### config.mk
export PLATFORM = sky130hd
export DESIGN_NAME = ysyx_23060240_sram_arbiter_flat
export DESIGN_NICKNAME = d
export VERILOG_FILES = /design/src/rtl/ysyx_23060240_sram_arbiter_if.sv /design/src/rtl/ysyx_23060240_sram_arbiter.sv /design/src/flat_wrapper.sv
export SDC_FILE = /design/constraint.sdc
export NUM_CORES = 1
export LEC_CHECK = 0
export ABC_AREA = 1
export CAP_MARGIN = 10
export CORE_AREA = 2 2 109 111
export DETAILED_ROUTE_END_ITERATION = 6
export DIE_AREA = 0 0 111 113
export HOLD_SLACK_MARGIN = 0.03
export PLACE_DENSITY = 0.82
export SLEW_MARGIN = 20
export SYNTH_ARGS = -nofsm -noshare
export SYNTH_HDL_FRONTEND = slang
export SYNTH_SLANG_ARGS = --single-unit
### constraint.sdc
create_clock -name clk -period 5.1 [get_ports clk]
set_input_delay 1.53 -clock clk [delete_from_list [all_inputs] [get_ports clk]]
set_output_delay 1.53 -clock clk [all_outputs]
set_load 0.01 [all_outputs]
### src/rtl/ysyx_23060240_sram_arbiter_if.sv
// Bus bundle between IFU/LSU requesters, the SRAM arbiter and the downstream SRAM model.
// slave = arbiter side, master = environment side (requesters + memory).
interface ysyx_23060240_sram_arbiter_if #(
    parameter int ADDR_W = 32,
    parameter int DATA_W = 32,
    parameter int MASK_W = 8
);
    logic              ifu_req_valid;
    logic              ifu_req_ready;
    logic [ADDR_W-1:0] ifu_addr;
    logic              ifu_resp_valid;
    logic [DATA_W-1:0] ifu_rdata;

    logic              lsu_req_valid;
    logic              lsu_req_ready;
    logic              lsu_we;
    logic [ADDR_W-1:0] lsu_addr;
    logic [DATA_W-1:0] lsu_wdata;
    logic [MASK_W-1:0] lsu_wmask;
    logic              lsu_resp_valid;
    logic [DATA_W-1:0] lsu_rdata;

    logic              mem_req_valid;
    logic              mem_req_ready;
    logic              mem_we;
    logic [ADDR_W-1:0] mem_addr;
    logic [DATA_W-1:0] mem_wdata;
    logic [MASK_W-1:0] mem_wmask;
    logic              mem_resp_valid;
    logic [DATA_W-1:0] mem_rdata;

    modport slave (
        input  ifu_req_valid, ifu_addr,
        input  lsu_req_valid, lsu_we, lsu_addr, lsu_wdata, lsu_wmask,
        input  mem_req_ready, mem_resp_valid, mem_rdata,
        output ifu_req_ready, ifu_resp_valid, ifu_rdata,
        output lsu_req_ready, lsu_resp_valid, lsu_rdata,
        output mem_req_valid, mem_we, mem_addr, mem_wdata, mem_wmask
    );

    modport master (
        output ifu_req_valid, ifu_addr,
        output lsu_req_valid, lsu_we, lsu_addr, lsu_wdata, lsu_wmask,
        output mem_req_ready, mem_resp_valid, mem_rdata,
        input  ifu_req_ready, ifu_resp_valid, ifu_rdata,
        input  lsu_req_ready, lsu_resp_valid, lsu_rdata,
        input  mem_req_valid, mem_we, mem_addr, mem_wdata, mem_wmask
    );
endinterface

### src/rtl/ysyx_23060240_sram_arbiter.sv
// Single-outstanding arbiter sharing one SRAM port between IFU fetches and LSU loads/stores.
// Define ARB_ROUND_ROBIN_EN to replace fixed LSU priority with 1-bit round-robin on contention.
module ysyx_23060240_sram_arbiter #(
    parameter int ADDR_W = 32,
    parameter int DATA_W = 32,
    parameter int MASK_W = 8
) (
    input logic                           clk,
    input logic                           rst,
    ysyx_23060240_sram_arbiter_if.slave   bus
);
    typedef enum logic [1:0] {IDLE, REQ, RESP} state_e;

    state_e            state_q, state_d;
    logic              owner_lsu_q, owner_lsu_d;
    logic              we_q, we_d;
    logic [ADDR_W-1:0] addr_q, addr_d;
    logic [DATA_W-1:0] wdata_q, wdata_d;
    logic [MASK_W-1:0] wmask_q, wmask_d;
    logic              mem_req_valid_q, mem_req_valid_d;

    logic              grant_ifu, grant_lsu;
    logic              ifu_ready, lsu_ready;
    logic              resp_fire;

`ifdef ARB_ROUND_ROBIN_EN
    logic              last_lsu_q, last_lsu_d;

    // On contention the requester that did not win last time is served.
    always_comb begin
        if (bus.ifu_req_valid && bus.lsu_req_valid) begin
            grant_lsu = ~last_lsu_q;
            grant_ifu = last_lsu_q;
        end else begin
            grant_lsu = bus.lsu_req_valid;
            grant_ifu = bus.ifu_req_valid;
        end
    end
`else
    always_comb begin
        grant_lsu = bus.lsu_req_valid;
        grant_ifu = bus.ifu_req_valid & ~bus.lsu_req_valid;
    end
`endif

    assign ifu_ready = ~rst & (state_q == IDLE) & grant_ifu;
    assign lsu_ready = ~rst & (state_q == IDLE) & grant_lsu;
    assign resp_fire = ~rst & (state_q == RESP) & bus.mem_resp_valid;

    always_comb begin
        state_d     = state_q;
        owner_lsu_d = owner_lsu_q;
        we_d        = we_q;
        addr_d      = addr_q;
        wdata_d     = wdata_q;
        wmask_d     = wmask_q;
`ifdef ARB_ROUND_ROBIN_EN
        last_lsu_d  = last_lsu_q;
`endif
        unique case (state_q)
            IDLE: begin
                if (lsu_ready) begin
                    state_d     = REQ;
                    owner_lsu_d = 1'b1;
                    we_d        = bus.lsu_we;
                    addr_d      = bus.lsu_addr;
                    wdata_d     = bus.lsu_wdata;
                    wmask_d     = bus.lsu_wmask;
`ifdef ARB_ROUND_ROBIN_EN
                    last_lsu_d  = 1'b1;
`endif
                end else if (ifu_ready) begin
                    state_d     = REQ;
                    owner_lsu_d = 1'b0;
                    we_d        = 1'b0;
                    addr_d      = bus.ifu_addr;
                    wdata_d     = '0;
                    wmask_d     = '0;
`ifdef ARB_ROUND_ROBIN_EN
                    last_lsu_d  = 1'b0;
`endif
                end
            end
            REQ:  if (bus.mem_req_ready)  state_d = RESP;
            RESP: if (bus.mem_resp_valid) state_d = IDLE;
            default: state_d = IDLE;
        endcase
        mem_req_valid_d = (state_d == REQ);
    end

    always_ff @(posedge clk) begin
        if (rst) begin
            state_q         <= IDLE;
            owner_lsu_q     <= 1'b0;
            we_q            <= 1'b0;
            addr_q          <= '0;
            wdata_q         <= '0;
            wmask_q         <= '0;
            mem_req_valid_q <= 1'b0;
`ifdef ARB_ROUND_ROBIN_EN
            last_lsu_q      <= 1'b1;
`endif
        end else begin
            state_q         <= state_d;
            owner_lsu_q     <= owner_lsu_d;
            we_q            <= we_d;
            addr_q          <= addr_d;
            wdata_q         <= wdata_d;
            wmask_q         <= wmask_d;
            mem_req_valid_q <= mem_req_valid_d;
`ifdef ARB_ROUND_ROBIN_EN
            last_lsu_q      <= last_lsu_d;
`endif
        end
    end

    assign bus.ifu_req_ready  = ifu_ready;
    assign bus.lsu_req_ready  = lsu_ready;
    assign bus.mem_req_valid  = mem_req_valid_q;
    assign bus.mem_we         = we_q;
    assign bus.mem_addr       = addr_q;
    assign bus.mem_wdata      = wdata_q;
    assign bus.mem_wmask      = wmask_q;
    // Response data is forwarded only to the owner, and only during the pulse.
    assign bus.ifu_resp_valid = resp_fire & ~owner_lsu_q;
    assign bus.lsu_resp_valid = resp_fire & owner_lsu_q;
    assign bus.ifu_rdata      = (resp_fire & ~owner_lsu_q) ? bus.mem_rdata : '0;
    assign bus.lsu_rdata      = (resp_fire & owner_lsu_q) ? bus.mem_rdata : '0;
endmodule

### src/flat_wrapper.sv
// flat-port wrapper written by rule: the top's interface ports become plain ports
module ysyx_23060240_sram_arbiter_flat 
#(
    parameter int ADDR_W = 32,
    parameter int DATA_W = 32,
    parameter int MASK_W = 8
)
  (clk, rst, bus_ifu_req_valid, bus_ifu_addr, bus_lsu_req_valid, bus_lsu_we, bus_lsu_addr, bus_lsu_wdata, bus_lsu_wmask, bus_mem_req_ready, bus_mem_resp_valid, bus_mem_rdata, bus_ifu_req_ready, bus_ifu_resp_valid, bus_ifu_rdata, bus_lsu_req_ready, bus_lsu_resp_valid, bus_lsu_rdata, bus_mem_req_valid, bus_mem_we, bus_mem_addr, bus_mem_wdata, bus_mem_wmask);
  ysyx_23060240_sram_arbiter_if #(.ADDR_W(ADDR_W), .DATA_W(DATA_W), .MASK_W(MASK_W)) bus_i ();
  input logic clk;
  input logic rst;
  input wire logic [$bits(bus_i.ifu_req_valid)-1:0] bus_ifu_req_valid;
  input wire logic [$bits(bus_i.ifu_addr)-1:0] bus_ifu_addr;
  input wire logic [$bits(bus_i.lsu_req_valid)-1:0] bus_lsu_req_valid;
  input wire logic [$bits(bus_i.lsu_we)-1:0] bus_lsu_we;
  input wire logic [$bits(bus_i.lsu_addr)-1:0] bus_lsu_addr;
  input wire logic [$bits(bus_i.lsu_wdata)-1:0] bus_lsu_wdata;
  input wire logic [$bits(bus_i.lsu_wmask)-1:0] bus_lsu_wmask;
  input wire logic [$bits(bus_i.mem_req_ready)-1:0] bus_mem_req_ready;
  input wire logic [$bits(bus_i.mem_resp_valid)-1:0] bus_mem_resp_valid;
  input wire logic [$bits(bus_i.mem_rdata)-1:0] bus_mem_rdata;
  output wire logic [$bits(bus_i.ifu_req_ready)-1:0] bus_ifu_req_ready;
  output wire logic [$bits(bus_i.ifu_resp_valid)-1:0] bus_ifu_resp_valid;
  output wire logic [$bits(bus_i.ifu_rdata)-1:0] bus_ifu_rdata;
  output wire logic [$bits(bus_i.lsu_req_ready)-1:0] bus_lsu_req_ready;
  output wire logic [$bits(bus_i.lsu_resp_valid)-1:0] bus_lsu_resp_valid;
  output wire logic [$bits(bus_i.lsu_rdata)-1:0] bus_lsu_rdata;
  output wire logic [$bits(bus_i.mem_req_valid)-1:0] bus_mem_req_valid;
  output wire logic [$bits(bus_i.mem_we)-1:0] bus_mem_we;
  output wire logic [$bits(bus_i.mem_addr)-1:0] bus_mem_addr;
  output wire logic [$bits(bus_i.mem_wdata)-1:0] bus_mem_wdata;
  output wire logic [$bits(bus_i.mem_wmask)-1:0] bus_mem_wmask;
  assign bus_i.ifu_req_valid = bus_ifu_req_valid;
  assign bus_i.ifu_addr = bus_ifu_addr;
  assign bus_i.lsu_req_valid = bus_lsu_req_valid;
  assign bus_i.lsu_we = bus_lsu_we;
  assign bus_i.lsu_addr = bus_lsu_addr;
  assign bus_i.lsu_wdata = bus_lsu_wdata;
  assign bus_i.lsu_wmask = bus_lsu_wmask;
  assign bus_i.mem_req_ready = bus_mem_req_ready;
  assign bus_i.mem_resp_valid = bus_mem_resp_valid;
  assign bus_i.mem_rdata = bus_mem_rdata;
  assign bus_ifu_req_ready = bus_i.ifu_req_ready;
  assign bus_ifu_resp_valid = bus_i.ifu_resp_valid;
  assign bus_ifu_rdata = bus_i.ifu_rdata;
  assign bus_lsu_req_ready = bus_i.lsu_req_ready;
  assign bus_lsu_resp_valid = bus_i.lsu_resp_valid;
  assign bus_lsu_rdata = bus_i.lsu_rdata;
  assign bus_mem_req_valid = bus_i.mem_req_valid;
  assign bus_mem_we = bus_i.mem_we;
  assign bus_mem_addr = bus_i.mem_addr;
  assign bus_mem_wdata = bus_i.mem_wdata;
  assign bus_mem_wmask = bus_i.mem_wmask;
  ysyx_23060240_sram_arbiter #(.ADDR_W(ADDR_W), .DATA_W(DATA_W), .MASK_W(MASK_W)) u_core (.clk(clk), .rst(rst), .bus(bus_i));
endmodule
==> flow_metrics.env, run 1 <==
export IMPL_setup_tns_ns=0
export IMPL_dr_pass1_iters=4
export IMPL_leakage_nw=3.21
export IMPL_timing_final_max_slew_violations=0
export IMPL_crit_path_top_delay_cell="clkdlybuf4s50_1"
export IMPL_regArea_um2=1540
export IMPL_hold_viol=0
export IMPL_routed_wl_met2_mm=7.10
export IMPL_criticalPathCategory="in2out"
export IMPL_cts_tree="yes"
export IMPL_dp_hpwl_mm=10.3
export IMPL_cts_buffer_depth=2
export IMPL_clkTransAtPathRegs_ns=0.06
export IMPL_worst_slew_pin_slew_ns=0.933
export IMPL_numPortBuffers=284
export IMPL_post_place_cells=1047
export IMPL_ys_types=18
export IMPL_worstPathRequired_ns=3.57
export IMPL_fin_worst_skew_ns=0.00492
export IMPL_io_pins=285
export IMPL_n_fill_cell=1045
export IMPL_cp_end_kind="output pin"
export IMPL_row_count=39
export IMPL_routed_wirelength_mm=13.7
export IMPL_layout_commonest_cell="clkdlybuf4s50_1"
export IMPL_routedWlPerCell_um=12.9
export IMPL_min_path_type="reg2reg"
export IMPL_vdd_drop_max_mv=0.181
export IMPL_met3_length_mm=1.09
export IMPL_nets=1058
export IMPL_start_kind="primary input"
export IMPL_ys_seq_area_frac=0.385
export IMPL_path_cells="clkdlybuf4s50_1, inv_2, nand4_1, buf_4, nor2_1, clkdlybuf4s50_1"
export IMPL_fin_crit_sh=0.930
export IMPL_wl_met1_mm=5.25
export IMPL_clock_latency_ns=0.33
export IMPL_final_cells=1064
export IMPL_grt_max_degree=97
export IMPL_yosys_warnings=0
export IMPL_fin_crit_ns=4.74
export IMPL_cts_setup_buffers=0
export IMPL_cts_buffers=9
export IMPL_layout_common_cells="clkdlybuf4s50_1, nor2_1, nand2_1"
export IMPL_track_usage=0.218
export IMPL_routed_top_layer="met4"
export IMPL_cts_resized_gates=0
export IMPL_syn_area_um2=4000
export IMPL_cap_violations=0
export IMPL_drc=0
export IMPL_die_area_um2=12500
export IMPL_htreeDepth=3
export IMPL_status="complete, no violations"
export IMPL_drive_above_1_share=0.0315
export IMPL_avgSynthCellArea_um2=6.09
export IMPL_syn_to_final_growth_pct=77.6
export IMPL_grt_pass1_vias=4420
export IMPL_setup_viol=0
export IMPL_antenna_left=0
export IMPL_cpPeakStageDelay_ns=0.58
export IMPL_grt_pass1_wl_mm=22.2
export IMPL_core_area_um2=11300
export IMPL_cts_sinks=77
export IMPL_max_freq_ghz=0.211
export IMPL_start_util=0.355
export IMPL_synthesis_nets=800
export IMPL_antenna_found_initial=1
export IMPL_grt_ovfl_total=0
export IMPL_synthCells=657
export IMPL_arrival_ns=3.21
export IMPL_holdBufCountCts=0
export IMPL_die_x_um=111
export IMPL_multi_input_area_um2=1810
export IMPL_die_h_um=113
export IMPL_cts_root_buf="clkbuf_16"
export IMPL_vias_per_cell=4.48
export IMPL_p_per_area_nw_per_um2=232
export IMPL_worstPathMaxFanout=33
export IMPL_crit_path_frequent_cell="clkdlybuf4s50_1"
export IMPL_drt_iter0_markers=359
export IMPL_slew_headroom=0.376
export IMPL_vias=4771
export IMPL_rsz0062_at_grt="false"
export IMPL_place_gp_congestion=0.837
export IMPL_ys_ff_latch=77
==> layout make-up <==
type	instances	area share
Timing Repair Buffer	292	0.408
Inverter	107	0.0565
Tap cell	143	0.0252
Multi-Input combinational cell	428	0.254
Clock buffer	10	0.0336
Clock inverter	6	0.00545
Sequential cell	77	0.217
Antenna cell	1	0.000352
==> cell usage after synthesis, drive strengths merged <==
| master | instances | area, µm² |
|---|---|---|
| buf | 38 | 244 |
| nor3 | 1 | 5.00 |
| nor2 | 165 | 622 |
| a21oi | 43 | 226 |
| clkinv | 1 | 3.75 |
| dfxtp | 77 | 1540 |
| nand3 | 76 | 385 |
| inv | 106 | 398 |
| nand4 | 3 | 25.0 |
| clkbuf | 7 | 26.3 |
| nand2 | 140 | 526 |
==> worst max-delay path: cells and delay by family <==
family / cells / cell delay [ns]
buffers and inverters: 4 / 1.43
AND/OR/NAND/NOR: 2 / 0.25
==> final timing paths <==
path | endpoint | slack (ns) | from | cells after the start
worst min-delay path | u_core.bus.mem_wdata[22] | 0.48 | u_core.bus.mem_wdata[22] | 2
worst max register to register | u_core.bus.mem_addr[25] | 2.93 | u_core.state_q[0] | 7
worst min register to register | u_core.bus.mem_wdata[22] | 0.48 | u_core.bus.mem_wdata[22] | 2
worst max-delay path | bus_lsu_rdata[8] | 0.36 | rst | 6
==> per-stage QoR <==
stage / setup WS, ns / area (µm²) / power [mW] / hold slack (ns) / util
detailed placement: 0.338 / 6830 / 1.08 / 0.471 / 0.606
finish: 0.357 / 7110 / 1.65 / 0.477 / 0.631
floorplan: 1.20 / 4000 / 0.859 / 0.457 / -
global placement: 0.386 / 6830 / 1.07 / 0.466 / 0.606
global route: 0.256 / 7110 / 1.74 / 0.497 / 0.631
CTS: 0.338 / 7110 / 1.67 / 0.480 / 0.631
==> logic make-up (layout without fill, tap and decap cells) <==
group	Yosys count	count (layout)	synth area share
flops	77	77	0.385
compound gates	43	43	0.0566
simple gates	385	385	0.390
other cells	0	1	0
buf+inv	152	415	0.168
==> power by group <==
part / total (mW) / switching, mW / internal, mW
logic: 0.399 / 0.177 / 0.222
clock network: 0.587 / 0.246 / 0.341
registers: 0.664 / 0.0196 / 0.644
==> state kept, by name, summed over array words and instances (netlist names) <==
| register | count |
|---|---|
| u_core.bus.mem_wdata | 32 |
| u_core.owner_lsu_q | 1 |
| u_core.state_q | 2 |
| u_core.bus.mem_addr | 32 |
| u_core.bus.mem_req_valid | 1 |
| u_core.bus.mem_we | 1 |
| u_core.bus.mem_wmask | 8 |
==> metal layers <==
metal	vias to the layer above	GRT usage
met5	-	0
met4	0	0.0667
met3	20	0.0718
met2	185	0.390
met1	2091	0.248
li1	2475	-
Note: power is estimated with default switching activity, not from simulation.
==> run 2, diff against run 1 <==
--- a/config.mk
+++ b/config.mk
@@ -8,6 +8,7 @@
 export ABC_AREA = 1
 export CAP_MARGIN = 10
 export CORE_AREA = 2 2 109 111
+export CTS_BUF_LIST = sky130_fd_sc_hd__clkbuf_4 sky130_fd_sc_hd__clkbuf_8 sky130_fd_sc_hd__clkbuf_16
 export DETAILED_ROUTE_END_ITERATION = 6
 export DIE_AREA = 0 0 111 113
 export HOLD_SLACK_MARGIN = 0.03
==> results of run 2 <==
The final DEF is identical to that of run 1; final timing and power are the same.
